## src/rtl/mem_port_arbiter_if.sv

```systemverilog
// Handshake bundle between the IF/D requesters, the arbiter and the single-port cache array.
interface mem_port_arbiter_if #(
  parameter int unsigned ADDR_W = 32,
  parameter int unsigned DATA_W = 32
);
  logic              if_req;
  logic [ADDR_W-1:0] if_addr;
  logic              if_gnt;
  logic              if_rvalid;
  logic [DATA_W-1:0] if_rdata;

  logic              d_req;
  logic              d_we;
  logic [ADDR_W-1:0] d_addr;
  logic [DATA_W-1:0] d_wdata;
  logic              d_gnt;
  logic              d_rvalid;
  logic [DATA_W-1:0] d_rdata;

  logic              mem_en;
  logic              mem_we;
  logic [ADDR_W-1:0] mem_addr;
  logic [DATA_W-1:0] mem_wdata;
  logic [DATA_W-1:0] mem_rdata;

  logic              busy;

  modport slave (
    input  if_req, if_addr, d_req, d_we, d_addr, d_wdata, mem_rdata,
    output if_gnt, if_rvalid, if_rdata, d_gnt, d_rvalid, d_rdata,
           mem_en, mem_we, mem_addr, mem_wdata, busy
  );

  modport master (
    output if_req, if_addr, d_req, d_we, d_addr, d_wdata, mem_rdata,
    input  if_gnt, if_rvalid, if_rdata, d_gnt, d_rvalid, d_rdata,
           mem_en, mem_we, mem_addr, mem_wdata, busy
  );
endinterface

```

## src/rtl/mem_port_arbiter.sv

```systemverilog
// Two-requester arbiter for the single-port cache array: D has priority, IF is forced
// after STARVE_LIMIT consecutive D wins; fixed-latency req/gnt/rvalid, all outputs registered.
module mem_port_arbiter #(
  parameter int unsigned ADDR_W       = 32,
  parameter int unsigned DATA_W       = 32,
  parameter int unsigned MEM_LATENCY  = 1,
  parameter int unsigned STARVE_LIMIT = 4
) (
  input  logic                clk,
  input  logic                rst,
  mem_port_arbiter_if.slave   bus
);

  localparam int unsigned LAT_W = $clog2(MEM_LATENCY + 1);
  localparam int unsigned SC_W  = $clog2(STARVE_LIMIT + 1);
  localparam logic [LAT_W-1:0] LAT_INIT = LAT_W'(MEM_LATENCY - 1);
  localparam logic [SC_W-1:0]  SC_MAX   = SC_W'(STARVE_LIMIT);

  typedef enum logic [1:0] {
    S_IDLE,
    S_ISSUE,
    S_WAIT,
    S_RESP
  } state_t;

  state_t            r_state;
  logic              r_owner_d;
  logic [SC_W-1:0]   r_starve;
  logic [LAT_W-1:0]  r_lat;

  logic              r_if_gnt;
  logic              r_if_rvalid;
  logic [DATA_W-1:0] r_if_rdata;
  logic              r_d_gnt;
  logic              r_d_rvalid;
  logic [DATA_W-1:0] r_d_rdata;
  logic              r_mem_en;
  logic              r_mem_we;
  logic [ADDR_W-1:0] r_mem_addr;
  logic [DATA_W-1:0] r_mem_wdata;
  logic              r_busy;

  logic              w_if_starved;
  logic              w_pick_d;
  logic              w_pick_if;

  always_comb begin
    w_if_starved = bus.if_req && (r_starve == SC_MAX);
    w_pick_d     = bus.d_req && !w_if_starved;
    w_pick_if    = bus.if_req && !w_pick_d;
  end

  always_ff @(posedge clk or negedge rst) begin
    if (!rst) begin
      r_state     <= S_IDLE;
      r_owner_d   <= 1'b0;
      r_starve    <= '0;
      r_lat       <= '0;
      r_if_gnt    <= 1'b0;
      r_if_rvalid <= 1'b0;
      r_if_rdata  <= '0;
      r_d_gnt     <= 1'b0;
      r_d_rvalid  <= 1'b0;
      r_d_rdata   <= '0;
      r_mem_en    <= 1'b0;
      r_mem_we    <= 1'b0;
      r_mem_addr  <= '0;
      r_mem_wdata <= '0;
      r_busy      <= 1'b0;
    end else begin
      r_if_gnt    <= 1'b0;
      r_d_gnt     <= 1'b0;
      r_mem_en    <= 1'b0;
      r_if_rvalid <= 1'b0;
      r_d_rvalid  <= 1'b0;
      case (r_state)
        S_IDLE: begin
          if (w_pick_d) begin
            r_state     <= S_ISSUE;
            r_owner_d   <= 1'b1;
            r_d_gnt     <= 1'b1;
            r_mem_en    <= 1'b1;
            r_mem_we    <= bus.d_we;
            r_mem_addr  <= bus.d_addr;
            r_mem_wdata <= bus.d_wdata;
            r_busy      <= 1'b1;
            if (!bus.if_req)
              r_starve <= '0;
            else if (r_starve != SC_MAX)
              r_starve <= r_starve + 1'b1;
          end else if (w_pick_if) begin
            r_state     <= S_ISSUE;
            r_owner_d   <= 1'b0;
            r_if_gnt    <= 1'b1;
            r_mem_en    <= 1'b1;
            r_mem_we    <= 1'b0;
            r_mem_addr  <= bus.if_addr;
            r_mem_wdata <= '0;
            r_busy      <= 1'b1;
            r_starve    <= '0;
          end
        end
        S_ISSUE: begin
          r_state <= S_WAIT;
          r_lat   <= LAT_INIT;
        end
        S_WAIT: begin
          // rvalid/rdata are loaded here so they are registered during the RESP cycle
          if (r_lat == '0) begin
            r_state <= S_RESP;
            if (r_owner_d) begin
              r_d_rvalid <= 1'b1;
              r_d_rdata  <= r_mem_we ? '0 : bus.mem_rdata;
            end else begin
              r_if_rvalid <= 1'b1;
              r_if_rdata  <= bus.mem_rdata;
            end
          end else begin
            r_lat <= r_lat - 1'b1;
          end
        end
        S_RESP: begin
          r_state <= S_IDLE;
          r_busy  <= 1'b0;
        end
        default: begin
          r_state <= S_IDLE;
          r_busy  <= 1'b0;
        end
      endcase
    end
  end

  assign bus.if_gnt    = r_if_gnt;
  assign bus.if_rvalid = r_if_rvalid;
  assign bus.if_rdata  = r_if_rdata;
  assign bus.d_gnt     = r_d_gnt;
  assign bus.d_rvalid  = r_d_rvalid;
  assign bus.d_rdata   = r_d_rdata;
  assign bus.mem_en    = r_mem_en;
  assign bus.mem_we    = r_mem_we;
  assign bus.mem_addr  = r_mem_addr;
  assign bus.mem_wdata = r_mem_wdata;
  assign bus.busy      = r_busy;

endmodule

```

## src/flat_wrapper.sv

```systemverilog
// flat-port wrapper written by rule: the top's interface ports become plain ports
module mem_port_arbiter_flat 
#(
  parameter int unsigned ADDR_W       = 32,
  parameter int unsigned DATA_W       = 32,
  parameter int unsigned MEM_LATENCY  = 1,
  parameter int unsigned STARVE_LIMIT = 4
)
  (clk, rst, bus_if_req, bus_if_addr, bus_d_req, bus_d_we, bus_d_addr, bus_d_wdata, bus_mem_rdata, bus_if_gnt, bus_if_rvalid, bus_if_rdata, bus_d_gnt, bus_d_rvalid, bus_d_rdata, bus_mem_en, bus_mem_we, bus_mem_addr, bus_mem_wdata, bus_busy);
  mem_port_arbiter_if #(.ADDR_W(ADDR_W), .DATA_W(DATA_W)) bus_i ();
  input  logic clk;
  input  logic rst;
  input wire logic [$bits(bus_i.if_req)-1:0] bus_if_req;
  input wire logic [$bits(bus_i.if_addr)-1:0] bus_if_addr;
  input wire logic [$bits(bus_i.d_req)-1:0] bus_d_req;
  input wire logic [$bits(bus_i.d_we)-1:0] bus_d_we;
  input wire logic [$bits(bus_i.d_addr)-1:0] bus_d_addr;
  input wire logic [$bits(bus_i.d_wdata)-1:0] bus_d_wdata;
  input wire logic [$bits(bus_i.mem_rdata)-1:0] bus_mem_rdata;
  output wire logic [$bits(bus_i.if_gnt)-1:0] bus_if_gnt;
  output wire logic [$bits(bus_i.if_rvalid)-1:0] bus_if_rvalid;
  output wire logic [$bits(bus_i.if_rdata)-1:0] bus_if_rdata;
  output wire logic [$bits(bus_i.d_gnt)-1:0] bus_d_gnt;
  output wire logic [$bits(bus_i.d_rvalid)-1:0] bus_d_rvalid;
  output wire logic [$bits(bus_i.d_rdata)-1:0] bus_d_rdata;
  output wire logic [$bits(bus_i.mem_en)-1:0] bus_mem_en;
  output wire logic [$bits(bus_i.mem_we)-1:0] bus_mem_we;
  output wire logic [$bits(bus_i.mem_addr)-1:0] bus_mem_addr;
  output wire logic [$bits(bus_i.mem_wdata)-1:0] bus_mem_wdata;
  output wire logic [$bits(bus_i.busy)-1:0] bus_busy;
  assign bus_i.if_req = bus_if_req;
  assign bus_i.if_addr = bus_if_addr;
  assign bus_i.d_req = bus_d_req;
  assign bus_i.d_we = bus_d_we;
  assign bus_i.d_addr = bus_d_addr;
  assign bus_i.d_wdata = bus_d_wdata;
  assign bus_i.mem_rdata = bus_mem_rdata;
  assign bus_if_gnt = bus_i.if_gnt;
  assign bus_if_rvalid = bus_i.if_rvalid;
  assign bus_if_rdata = bus_i.if_rdata;
  assign bus_d_gnt = bus_i.d_gnt;
  assign bus_d_rvalid = bus_i.d_rvalid;
  assign bus_d_rdata = bus_i.d_rdata;
  assign bus_mem_en = bus_i.mem_en;
  assign bus_mem_we = bus_i.mem_we;
  assign bus_mem_addr = bus_i.mem_addr;
  assign bus_mem_wdata = bus_i.mem_wdata;
  assign bus_busy = bus_i.busy;
  mem_port_arbiter #(.ADDR_W(ADDR_W), .DATA_W(DATA_W), .MEM_LATENCY(MEM_LATENCY), .STARVE_LIMIT(STARVE_LIMIT)) u_core (.clk(clk), .rst(rst), .bus(bus_i));
endmodule
```

## config.mk

```make
export PLATFORM = sky130hd
export DESIGN_NAME = mem_port_arbiter_flat
export DESIGN_NICKNAME = d
export VERILOG_FILES = /design/src/rtl/mem_port_arbiter_if.sv /design/src/rtl/mem_port_arbiter.sv /design/src/flat_wrapper.sv
export SDC_FILE = /design/constraint.sdc
export NUM_CORES = 1
export LEC_CHECK = 0
export CORE_ASPECT_RATIO = 0.8
export CORE_MARGIN = 5
export CORE_UTILIZATION = 52
export CTS_CLUSTER_SIZE = 12
export DETAILED_ROUTE_END_ITERATION = 6
export DONT_BUFFER_PORTS = 1
export MAX_ROUTING_LAYER = met4
export PLACE_DENSITY_LB_ADDON = 0.12
export SETUP_SLACK_MARGIN = 0.1
export SLEW_MARGIN = 0
export SYNTH_ARGS = -nofsm -noshare
export SYNTH_HDL_FRONTEND = slang
export SYNTH_SLANG_ARGS = --single-unit
```

## constraint.sdc

```tcl
create_clock -name clk -period 4.1 [get_ports clk]
set_input_delay 0.615 -clock clk [delete_from_list [all_inputs] [get_ports clk]]
set_output_delay 0.615 -clock clk [all_outputs]
set_load 0.02 [all_outputs]
```

==> parameters.txt, run 1 <==
Parameter                              Value

Die
  Die height    between 100 and 150 µm
  Width of the die    130 µm
  Total die area    roughly 14000 µm²
  Placement row count    35
  Starting Density    a little over half
  Placeable Area    between 10000 and 15000 µm²
  Number of primary I/O pins    268

Final layout
  Diodes inserted    0
  Sequential standard cell area    3530 µm²
  Number of standard cells in the layout, taps in and fillers out    652
  Area of the multi-input gates    approximately 2200 µm²
  Fill cell total of the finished layout    942
  Share of post-route cells with drive strength above 1    14.5%
  Area growth from synthesis to final layout    9.19%
  Final layout net count    630

GRT
  Final global-route overflow total    0
  Tot GR Track Use    a little over a fifth
  Pin count of the biggest net entering global routing    142
  Vias in the first global route    approximately 4000
  Global-route wire length before repair    22000 µm
  Number of antenna violations at the first check in global routing    0

Critical path
  Type of the setup path with the least slack    register to register
  Max FO, Critical Path    36
  Category of the worst setup path capture point    register
  CP Data Required Time    4350 ps
  Element type at the critical path start    register
  Arrival time at the worst endpoint    approximately 2500 ps

Timing
  Number of hold-slack violations in the final timing report    0
  Slew headroom    27.8%
  Unrepaired setup endpoints after global routing    no
  Worst clock skew on the final layout    11.3 ps
  Final-report setup violation count    0
  Highest clock rate    between 0.4 and 0.5 GHz
  Minimum clock period    approximately 2200 ps
  Post-route setup TNS    0 ps
  Slew at the pin with the worst max-slew slack    around 1100 ps
  Number of max-slew violations in the final report    0
  Part of the cycle the worst path needs    roughly 55%

Logic synthesis
  Dominant cell by count in the synthesized netlist    dfrtp_1
  Most frequent cells after synthesis    141 x dfrtp_1, 101 x nand2_1, 35 x o21ai_1, 34 x nand2b_1
  Count of cell types in the netlist    30
  Number of enable-type register cells in the synthesized netlist    0
  Sequential share of the synthesized area    58.6%
  Primary FF master, synth    dfrtp_1
  Synth top area share    58.6%
  Area of the mapped netlist    6020 µm²
  Cells after synthesis    around 500
  Number of nets produced by synthesis    652
  Post-synth top area cell    dfrtp_1
  Post-synthesis area per instance    approximately 12 µm²
  Synth top area cells    dfrtp_1 59%, nand2_1 6.3%, mux2_1 6.2%
  Warnings, synthesis    0
  Flops & latches, synth    141
  Share of flip-flops with an asynchronous set or reset    100%

Run
  Max Cap Violations    0

Drt
  Vias    3851
  Remaining DRCs    0
  Count of routing violations after the opening detailed-route iteration    243
  Number of nets with antenna violations after routing    0
  Ratio of routed vias to standard cells    5.91
  Final routed wirelength across all metal layers    between 10000 and 15000 µm
  TritonRoute pass-1 iters    4
  Average detailed-routed wire length per instance    21.8 µm

Place
  Number of placed instances, taps included    619
  Total of buffers placed on input and output ports    0
  Final Wtd Congestion    around 0.83
  Detail Placement HPWL    ~9400 µm

Clocking
  Skew-Pair Late Insertion Delay    410 ps
  Clock tree from TritonCTS    done
  Setup fix buffers added after clock tree synthesis    0
  Maximum buffer depth of the clock tree    2
  Number of clock buffers inserted by TritonCTS    17
  Clock-pin transition on the worst setup and hold timing paths    70 ps
  Clock H-tree levels    4
  Library cell used as clock root buffer    clkbuf_16
  CTS Sinks    141

Min path
  Class of the tightest hold or removal check    input port to async pin

Outcome
  Result of the run    completed

Power and ir drop
  Power density cells    between 900 and 1000 nW/µm²
  Worst vdd ir    roughly 0.00038 V
  Leakage power    2.95 nW
worst paths after layout:
kind | from | cells after the start | to | slack [ps]
worst max-delay path | u_core.r_starve[0] | 5 | u_core.bus.mem_addr[5] | 1860
worst min-delay path | rst | 1 | u_core.bus.d_rdata[28] | 180
worst max register to register | u_core.r_starve[0] | 5 | u_core.bus.mem_addr[5] | 1860
max in group asynchronous | rst | 1 | u_core.bus.d_rdata[27] | 3370
worst min register to register | u_core.r_starve[0] | 1 | u_core.r_starve[0] | 510
min in group clk | bus_if_req | 2 | u_core.bus.if_gnt | 320
final cells by class:
class	instances	share of cell area, %
clock buffer	18	6.68
clock inverter	14	2.04
tap	148	2.82
multi-input combinational	320	33.7
inverter	8	0.457
timing repair buffer	3	0.647
sequential	141	53.7
registers in the layout, indices dropped and copies added, names as in the netlist:
signal                count
u_core.bus.if_rdata      32
u_core.r_starve           3
u_core.bus.mem_wdata     32
u_core.bus.if_gnt         1
u_core.bus.d_rdata       32
u_core.bus.mem_en         1
u_core.bus.mem_we         1
u_core.bus.busy           1
u_core.bus.if_rvalid      1
u_core.bus.d_gnt          1
u_core.bus.d_rvalid       1
u_core.r_owner_d          1
u_core.bus.mem_addr      32
u_core.r_state            2
report_power, final:
group	leakage [nW]	internal, mW	switching, mW
sequential	1.75	2.04	1.29
clock	0.278	0.862	0.618
combinational	0.926	0.649	0.777
worst max-delay path, stage by stage (launching register included):
cell	delay, ps
dfrtp_1	390
inv_1	60
ha_1	240
nand3_4	320
and2_2	860
o211ai_1	200
routing by layer:
metal  wire length, µm  GRT usage, %  vias up
met5                 0             -        -
met4               207          6.16        0
met3              1390          8.54       17
met2              6920          32.1      173
met1              5690          26.1     1908
li1                  -             -     1753
cells by family after synthesis:
logic type,count (synthesis),synth area share [%]
AOI/OAI and AO/OA,106,14.9
adders and majority gates,6,1.25
buffers and inverters,52,4.72
DFF,141,58.6
muxes,33,6.17
and+or+nand+nor,175,14.3
cells in the final DEF (no fill, tap or decap), drive strengths merged, types with 2 or more instances in the layout:
cell	netlist	layout
o21ai	36	36
mux2	33	33
a22o	32	32
inv	8	13
clkinv	0	6
dfrtp	141	141
clkbuf	17	18
buf	27	3
clkinvlp	0	2
o211ai	32	32
nand2	101	101
o22ai	2	2
nand4	33	33
ha	6	6
nand2b	34	34
nand3	2	2
what timing repair did:
item                                   CTS  global route
endpoints found under the hold margin  141             0
hold buffers                             1             0
resized for setup                        0             0
stage by stage:
stage	total power, mW	worst slack, ps	utilization (%)	area [µm²]	hold slack (ps)
2_1_floorplan	4.42	2530	-	6020	319
3_5_place_dp	4.78	1850	52.2	5970	323
6_report	6.23	1860	57.5	6570	184
5_1_grt	6.61	1710	57.5	6570	162
4_1_cts	6.31	1850	57.5	6570	223
3_3_place_gp	4.71	1930	52.2	5970	323
(Power assumes the default switching activity.)
==> run 2, diff against run 1 <==
Clock period 4.1 ns to 1.9 ns, I/O delays scaled along.
==> run 2 against run 1 <==
The run now ends with hold timing left; utilization up 1.7 points; sequential power up 110%; maximum frequency up 36%; critical path type unchanged; largest power group unchanged; highest routed layer unchanged.
==> parameters.txt, run 2 (synthesized netlist as in run 1, its figures left out) <==
Parameter                              Value

Outcome
  Result of the run    finished, violations left
  Failing checks    hold timing

Run
  Max Cap Violations    0 (unchanged)

Clocking
  Skew-Pair Late Insertion Delay    400 ps (about the same)
  Clock-pin transition on the worst setup and hold timing paths    60 ps (about the same)
  Clock H-tree levels    4 (unchanged)
  Library cell used as clock root buffer    clkbuf_16
  Clock tree from TritonCTS    done
  Number of clock buffers inserted by TritonCTS    17 (unchanged)
  Maximum buffer depth of the clock tree    2 (unchanged)
  CTS Sinks    141 (unchanged)

GRT
  Vias in the first global route    3988 (-0.82%)
  Final global-route overflow total    0 (unchanged)
  Pin count of the biggest net entering global routing    142 (unchanged)
  Number of antenna violations at the first check in global routing    0 (unchanged)
  Tot GR Track Use    20.8% (-0.32 points)
  Global-route wire length before repair    21900 µm (-0.54%)

Critical path
  Arrival time at the worst endpoint    1980 ps (-510 ps)
  Buffers and inverters on the worst path    2 (+1)
  CP delay by family, top    simple AND/OR/NAND/NOR gates
  Element type at the critical path start    register
  Category of the worst setup path capture point    register
  Type of the setup path with the least slack    register to register
  Max FO, Critical Path    36 (unchanged)
  Crit-path cells    inv_1 -> ha_1 -> nand3_4 -> buf_6 -> and3_4 -> a22o_1
  CP Data Required Time    2230 ps (-2120 ps)
  Slowest cell on the critical path    and3_4
  Critical path's largest stage delay    390 ps (-470 ps)

Final layout
  Area growth from synthesis to final layout    12.3%
  Final standard cell utilization of the core    59.1% (+1.7 points)
  Fin area    6760 µm² (+2.9%)
  Share of post-route cells with drive strength above 1    15.1% (+0.63 points)
  Fill cell total of the finished layout    937 (-0.53%)
  Most common cell after layout, fill and taps aside    dfrtp_1
  Diodes inserted    0 (unchanged)
  Most used cells in the layout excluding fill and tap cells    141 x dfrtp_1, 100 x nand2_1, 35 x o21ai_1
  Final layout net count    645 (+2.4%)

Timing
  Slew at the pin with the worst max-slew slack    550 ps (-530 ps)
  Number of max-slew violations in the final report    0 (unchanged)
  Final-report setup violation count    0 (unchanged)
  Highest clock rate    0.608 GHz (+36%)
  Post-route setup TNS    0 ps (unchanged)
  Unrepaired setup endpoints after global routing    no
  Minimum setup slack in the final design    256 ps (-1600 ps)
  Part of the cycle the worst path needs    86.5% (+32 points)
  Number of hold-slack violations in the final timing report    141 (+141)
  Slew headroom    63.4% (+36 points)
  Hold_ws    -421 ps (-606 ps)
  Minimum clock period    1640 ps (-599 ps)
  Worst clock skew on the final layout    10.4 ps (-0.877 ps)

Die
  Number of primary I/O pins    268 (unchanged)
  Width of the die    130 µm (unchanged)
  Total die area    13800 µm² (unchanged)
  Starting Density    52.7% (unchanged)
  Die height    106 µm (unchanged)
  Placement row count    35 (unchanged)
  Placeable Area    11400 µm² (unchanged)

Place
  Post-place setup slack    20.7 ps (-1830 ps)
  Detail Placement HPWL    9690 µm (+2.6%)
  Total of buffers placed on input and output ports    0 (unchanged)
  Final Wtd Congestion    0.810 (-2.5%)
  Placed Area    6060 µm² (+1.4%)

Min path
  Class of the tightest hold or removal check    input port to async pin

Drt
  Final routed wirelength across all metal layers    14200 µm (+0.13%)
  Average detailed-routed wire length per instance    21.4 µm (-1.7%)
  Remaining DRCs    0 (unchanged)
  TritonRoute pass-1 iters    4 (unchanged)
  Number of nets with antenna violations after routing    0 (unchanged)
  Vias    3896 (+1.2%)
  Count of routing violations after the opening detailed-route iteration    259 (+6.6%)
  Ratio of routed vias to standard cells    5.87 (-0.66%)

Power and ir drop
  Worst vdd ir    0.000864 V (+130%)
  Power density cells    2040 nW/µm² (+120%)
  Leakage power    3.04 nW (+3.0%)
run 2: what timing repair did:
item                       CTS  global route
setup endpoints to repair   64            34
cloned                       1             0
hold endpoints to repair   142           147
hold buffers                 1             6
pin swaps                    1             0
buffers inserted             0             0
gates resized for setup      2             3
run 2: worst paths after layout:
check | startpoint | end | slack, ps | depth (start not counted)
setup / recovery | u_core.r_starve[0] | u_core.bus.mem_wdata[13] | 260 | 6
hold / removal | rst | u_core.bus.d_rvalid | -420 | 0
setup reg to reg | u_core.r_starve[0] | u_core.bus.mem_wdata[13] | 260 | 6
hold reg to reg | u_core.r_starve[0] | u_core.r_starve[0] | 510 | 1
max in group asynchronous | rst | u_core.bus.mem_we | 2020 | 0
min in group clk | bus_d_wdata[29] | u_core.bus.mem_wdata[29] | 10 | 1
run 2: cell type report:
class	count	area, µm²	area share [%]
Sequential cell	141	3530	52.2
Multi-Input combinational cell	321	2230	33.0
Clock buffer	19	443	6.55
Tap cell	148	185	2.74
Timing Repair Buffer	17	174	2.57
Clock inverter	10	166	2.46
Inverter	8	30.0	0.444
run 2: worst register-to-register path: cells and delay by family, from the launching register on:
family	cells	cell delay, ps
and+or+nand+nor	2	470
DFF	1	380
buffers and inverters	2	330
adders and majority gates	1	230
AOI/OAI and AO/OA	1	180
run 2: layer usage:
layer / share of wire, % / GRT usage, % / vias to the layer above
met5: 0 / - / -
met4: 1.1 / 4.82 / 0
met3: 10 / 7.33 / 17
met2: 49 / 33.0 / 203
met1: 40 / 25.7 / 1894
li1: - / - / 1782
run 2: power breakdown:
| part | switching [mW] | internal [mW] |
|---|---|---|
| registers | 2.71 | 4.40 |
| clock network | 1.18 | 2.22 |
| logic | 1.75 | 1.54 |
run 2: stage by stage:
| stage | power [mW] | std cells |
|---|---|---|
| 2_1_floorplan | 9.54 | 513 |
| 3_3_place_gp | 10.3 | 627 |
| 3_5_place_dp | 10.5 | 627 |
| 4_1_cts | 13.9 | 658 |
| 5_1_grt | 14.6 | 664 |
| 6_report | 13.8 | 664 |
